**config.mk**
```make
export PLATFORM = sky130hd
export DESIGN_NAME = pc_fetch_unit
export DESIGN_NICKNAME = d
export VERILOG_FILES = /design/src/rtl/pc_fetch_unit.sv
export SDC_FILE = /design/constraint.sdc
export NUM_CORES = 1
export LEC_CHECK = 0
export BUFFER_PORTS_ARGS = -buffer_cell sky130_fd_sc_hd__buf_2
export CAP_MARGIN = 15
export CELL_PAD_IN_SITES_DETAIL_PLACEMENT = 1
export CELL_PAD_IN_SITES_GLOBAL_PLACEMENT = 2
export CORE_AREA = 5 5 165 167
export DETAILED_ROUTE_END_ITERATION = 8
export DIE_AREA = 0 0 170 172
export MAX_ROUTING_LAYER = met4
export PLACE_DENSITY = 0.86
export SETUP_SLACK_MARGIN = 0.2
export SLEW_MARGIN = 40
export SYNTH_ARGS = -nofsm -noshare
export SYNTH_HDL_FRONTEND = slang
export SYNTH_SLANG_ARGS = --single-unit
```
**constraint.sdc**
```tcl
create_clock -name clk -period 5.4 [get_ports clk]
set_input_delay 1.08 -clock clk [delete_from_list [all_inputs] [get_ports clk]]
set_output_delay 1.08 -clock clk [all_outputs]
set_load 0.02 [all_outputs]
```
**src/rtl/pc_fetch_unit.sv**
```systemverilog
// -----------------------------------------------------------------------------
// pc_fetch_unit
//
// Program-counter and instruction-fetch stage. Holds the fetch PC, issues
// req/ack reads to instruction memory and presents the fetched instruction
// together with its address to decode/execute. The pc output also feeds the
// operand-B select as the PC-relative ALU source.
//
// Handles downstream stall, single-cycle branch redirects and squashing of
// fetches that are in flight when a redirect arrives.
//
// Build option:
//   MISALIGN_TRAP_EN  defined   : a branch target with target[1:0] != 0 is
//                                 replaced by TRAP_VECTOR and misalign_err
//                                 pulses for one cycle.
//                     undefined : target[1:0] is forced to 2'b00 and
//                                 misalign_err is always 0.
//
// Ports:
//   clk            in   1   single clock, all state on rising edge
//   rst            in   1   synchronous, active-high reset
//   stall          in   1   downstream not ready; hold current instr
//   branch_taken   in   1   redirect request, single-cycle pulse
//   branch_target  in   32  redirect address, valid with branch_taken
//   imem_req       out  1   fetch request to instruction memory
//   imem_addr      out  32  fetch address, stable while imem_req=1
//   imem_ack       in   1   read complete; imem_rdata valid this cycle
//   imem_rdata     in   32  instruction word
//   instr          out  32  fetched instruction
//   instr_valid    out  1   instr/pc valid; consumed when instr_valid & ~stall
//   pc             out  32  address of instr
//   misalign_err   out  1   one-cycle pulse on misaligned branch target
// -----------------------------------------------------------------------------
module pc_fetch_unit #(
  parameter logic [31:0] RESET_VECTOR = 32'h0000_0000,
`ifdef MISALIGN_TRAP_EN
  parameter logic [31:0] TRAP_VECTOR  = 32'h0000_0100,
`endif
  parameter int unsigned PC_STEP      = 4
) (
  input  logic        clk,
  input  logic        rst,
  input  logic        stall,
  input  logic        branch_taken,
  input  logic [31:0] branch_target,
  output logic        imem_req,
  output logic [31:0] imem_addr,
  input  logic        imem_ack,
  input  logic [31:0] imem_rdata,
  output logic [31:0] instr,
  output logic        instr_valid,
  output logic [31:0] pc,
  output logic        misalign_err
);

  typedef enum logic [1:0] {
    S_RST   = 2'd0,
    S_FETCH = 2'd1,
    S_VALID = 2'd2
  } state_t;

  state_t      r_state;
  logic [31:0] r_fetch_pc;
  logic        r_redirect_pend;
  logic [31:0] r_target;
  logic        r_imem_req;
  logic [31:0] r_imem_addr;
  logic [31:0] r_instr;
  logic        r_instr_valid;
  logic [31:0] r_pc;
  logic        r_misalign_err;

  logic        w_misaligned;
  logic [31:0] w_branch_dest;
  logic [31:0] w_redirect_dest;
  logic [31:0] w_seq_pc;

`ifdef MISALIGN_TRAP_EN
  assign w_misaligned  = |branch_target[1:0];
  assign w_branch_dest = w_misaligned ? TRAP_VECTOR : branch_target;
`else
  assign w_misaligned  = 1'b0;
  assign w_branch_dest = branch_target & ~32'h0000_0003;
`endif

  // A fresh branch this cycle takes priority over a redirect latched earlier
  // while the fetch was still waiting for its ack.
  assign w_redirect_dest = branch_taken ? w_branch_dest : r_target;

  // Wraps modulo 2^32: 32'hFFFF_FFFC + 4 -> 32'h0000_0000.
  assign w_seq_pc = r_fetch_pc + 32'(PC_STEP);

  // NOTE: reset is sampled on the clock edge only (synchronous); an ack that
  // arrives while rst is high therefore never reaches the FSM.
  always_ff @(posedge clk) begin
    if (rst) begin
      r_state         <= S_RST;
      r_fetch_pc      <= RESET_VECTOR;
      r_redirect_pend <= 1'b0;
      r_target        <= RESET_VECTOR;
      r_imem_req      <= 1'b0;
      r_imem_addr     <= RESET_VECTOR;
      r_instr         <= 32'h0;
      r_instr_valid   <= 1'b0;
      r_pc            <= RESET_VECTOR;
      r_misalign_err  <= 1'b0;
    end else begin
      // NOTE: every state register uses non-blocking assignment so all of
      // them update together from the values seen before this edge.
      // Branches are ignored in S_RST, so no error pulse can start there.
      r_misalign_err <= branch_taken && w_misaligned && (r_state != S_RST);

      case (r_state)
        S_RST: begin
          r_state     <= S_FETCH;
          r_imem_req  <= 1'b1;
          r_imem_addr <= r_fetch_pc;
        end

        S_FETCH: begin
          if (imem_ack) begin
            if (branch_taken || r_redirect_pend) begin
              // Returned word belongs to the wrong path: drop it and
              // re-issue the request at the redirect address.
              r_fetch_pc      <= w_redirect_dest;
              r_imem_addr     <= w_redirect_dest;
              r_redirect_pend <= 1'b0;
            end else begin
              r_instr       <= imem_rdata;
              r_pc          <= r_fetch_pc;
              r_instr_valid <= 1'b1;
              r_fetch_pc    <= w_seq_pc;
              r_imem_req    <= 1'b0;
              r_state       <= S_VALID;
            end
          end else if (branch_taken) begin
            // The request must stay stable until acked, so only remember
            // where to go once the in-flight read completes.
            r_redirect_pend <= 1'b1;
            r_target        <= w_branch_dest;
          end
        end

        S_VALID: begin
          if (branch_taken) begin
            // Squash the presented instruction even if downstream stalls.
            r_instr_valid <= 1'b0;
            r_fetch_pc    <= w_branch_dest;
            r_imem_req    <= 1'b1;
            r_imem_addr   <= w_branch_dest;
            r_state       <= S_FETCH;
          end else if (!stall) begin
            r_instr_valid <= 1'b0;
            r_imem_req    <= 1'b1;
            r_imem_addr   <= r_fetch_pc;
            r_state       <= S_FETCH;
          end
        end

        default: begin
          r_state <= S_RST;
        end
      endcase
    end
  end

  assign imem_req     = r_imem_req;
  assign imem_addr    = r_imem_addr;
  assign instr        = r_instr;
  assign instr_valid  = r_instr_valid;
  assign pc           = r_pc;
  assign misalign_err = r_misalign_err;

endmodule
```
==> out/results.tsv <==
metric	value	unit
overflow	0	
finalCritPeriodShare	0.588	
crit_type	in2reg	
cts_tree	yes	
dp_hpwl	18400	um
combinationalPowerShare	0.335	
min_path_type	reg2reg	
synth_cell_types	55	
ys_warn_count	0	
place.gp.congestion	0.815	
syn_area_per_cell	7.69	um^2
start_util	0.293	
vias	7575	
cp_cell_sequence	buf_2 -> nor2b_1 -> or3_2 -> buf_4 -> or4_1 -> a31oi_1	
status	completed	
die_area	0.0292	mm^2
die_w	170	um
areaGrowthSynthToFinish	22.6	%
drv_slew	0	
required	5.76	ns
postSynthCellCount	975	
antenna_found_initial	1	
numCtsBuffers	17	
grt_pass1_wl	43300	um
ctsResizeCount	0	
post_cts_buffers	0	
grt_pass1_vias	7719	
synth_fp_nets	1049	
p_sw	0.00186	W
synth_area_leaders	dfxtp_1, nand2_1, a21oi_1, clkbuf_1, nor2_1	
ir_drop	0.000279	V
row_count	59	
vias_per_cell	5.28	
crit_fanout	23	
detail-route-antenna-nets	0	
instances_no_fill	1436	
endpoint_kind	flop	
nFillCells	3119	
track_usage	0.191	
cp.arrival	3.53	ns
maxSlewHeadroom	0.437	
wirelength	27300	um
pin_count	168	
power_density	479	mW/mm^2
drc_errors	0	
fmax	315	MHz
ys.flop_type	dfxtp_1	
critPathLaunchType	input port	
critical_path.slowest_cell	or3_2	
synth_edf_count	0	
first_iter_violations	637	
p_sw_frac	0.422	
path_clk_slew	0.07	ns
cp_slowest_stage_delay	0.79	ns
synth_async_sr_flop_share	0	
first_pass_iters	6	
tns	0	ns
nets	1161	
port_buffers	164	
h-tree-depth	4	
synth.ff_latch_count	165	
worstMarginPinSlew	0.844	ns
cap_violations	0	
placed_cells	1402	
core	0.0256	mm^2
clockBufferDepth	2	
power_frac_seq	0.378	
power.internal	0.00255	W
pwr-share-clk	0.287	
final_layout_size_suffix_gt1_frac	0.214	
finalPower	0.00441	W
yosysTopAreaCellShare	0.441	
finalHoldViolCount	0	
cts-root-buf	clkbuf_16	
insertion_delay	0.43	ns
cts.sinks	165	
fin_util	0.359	
min_period	3.17	ns
power.leakage	3.53	nW
seq_area_frac_synth	0.441	
synth_top_area_cell	dfxtp_1	
grt_max_degree	68	
hold_buffers	0	
synth_area	0.00749	mm^2
avgRoutedWirePerCell	19.0	um
skew	0.0143	ns
die_y	172	um
rsz0062_at_grt	no	
setup_viol	0	
synthesized netlist by cell type, types with 2 or more instances:
cell type  instances
nor3_1             4
nor4_1             7
and2_1             2
dfxtp_1          165
a22oi_1            8
o21a_1             4
nand3_1           35
ha_1               5
a221oi_1           5
or3_1              3
o21ai_0           27
nor2_1            65
o311ai_1           2
o211ai_1           3
o22ai_1            8
or2_2              3
inv_1              8
o31ai_1            2
nand2_1          251
a211oi_1          30
nor3b_1            2
clkbuf_1          68
o311ai_0           3
and3_1            13
a31oi_1           10
buf_2             15
a222oi_1          23
or4_1              6
nand4_1            6
nor2b_1            2
o21ai_1            2
a21oi_1          141
buf_1              2
nor3_2             5
a32o_1             3
mux2i_1           18
logic make-up (layout without fill, tap and decap cells):
kind of cell,Yosys count,in the layout,share of synthesized area
flip-flops,165,165,0.441
multiplexers,18,18,0.0240
AND/OR/NAND/NOR,415,415,0.247
adder cells (fa/ha/maj),5,5,0.00835
buffers and inverters,94,219,0.0501
other,1,2,0.000500
AO/OA/AOI/OAI,277,277,0.229
sequential cells by signal, indices dropped and copies added (netlist names):
| name | count |
|---|---|
| instr | 32 |
| instr_valid | 1 |
| r_fetch_pc | 32 |
| imem_addr | 32 |
| r_target | 32 |
| imem_req | 1 |
| pc | 32 |
| r_state | 2 |
| r_redirect_pend | 1 |
worst paths after layout:
kind | endpoint | startpoint | cells past startpoint | slack [ns]
hold reg to reg | pc[28]$_SDFFE_PP0P_ | pc[28]$_SDFFE_PP0P_ | 2 | 0.45
hold / removal | pc[28]$_SDFFE_PP0P_ | pc[28]$_SDFFE_PP0P_ | 2 | 0.45
setup / recovery | r_fetch_pc[26]$_SDFFE_PP0P_ | branch_taken | 6 | 2.23
setup reg to reg | imem_addr[17]$_SDFFE_PP0P_ | r_state[1]$_SDFFE_PP0P_ | 5 | 2.33
per-stage QoR:
step | setup WS, ns | instance area (um^2) | hold slack, ns
floorplan | 2.92 | 7490 | 0.443
global placement | 1.76 | 8510 | 0.439
detailed placement | 1.75 | 8550 | 0.444
CTS | 2.20 | 9150 | 0.455
global route | 2.09 | 9190 | 0.471
finish | 2.23 | 9190 | 0.453
layout make-up:
cell class / instances / area [um^2] / share of cell area
multi-input cells: 716 / 3860 / 0.420
flip-flops and latches: 165 / 3310 / 0.360
repair buffers: 179 / 971 / 0.106
clock buffers: 17 / 425 / 0.0463
well taps: 335 / 419 / 0.0456
clock inverters: 15 / 174 / 0.0189
inverters: 8 / 30.0 / 0.00327
diodes: 1 / 2.50 / 0.000272
layer usage:
| metal | global-route usage | wire [um] | vias to the layer above |
|---|---|---|---|
| met5 | - | 0 | - |
| met4 | 0.0507 | 407 | 0 |
| met3 | 0.0416 | 1650 | 29 |
| met2 | 0.294 | 12300 | 210 |
| met1 | 0.255 | 13000 | 3654 |
| li1 | - | - | 3682 |
placed cells by master, fill, tap and decap left out, drive strengths merged, types with 5 or more instances in the layout:
cell	count
nand2	251
nand4	8
o311ai	5
o22ai	8
a211oi	30
a221oi	5
clkbuf	17
nor4	8
o21ai	29
ha	5
dfxtp	165
or4	6
nor2	65
a222oi	23
nand3	36
mux2i	18
a22oi	8
inv	18
nor3	9
buf	179
and3	14
a31oi	10
a21oi	142
worst max-delay path: cells and delay by family:
family | cells | cell delay [ns]
AND/OR/NAND/NOR | 3 | 1.57
AO/OA/AOI/OAI | 1 | 0.13
buffers and inverters | 2 | 0.73
power by group through the flow:
stage | sequential, W | clock [W] | combinational [W]
3_3_place_gp | 0.00168 | 0 | 0.00141
5_1_grt | 0.00169 | 0.00136 | 0.00163
4_1_cts | 0.00166 | 0.00130 | 0.00147
3_5_place_dp | 0.00168 | 0 | 0.00146
6_report | 0.00166 | 0.00126 | 0.00148
2_1_floorplan | 0.00167 | 0 | 0.000942
Note: power is estimated with default switching activity, not from simulation.
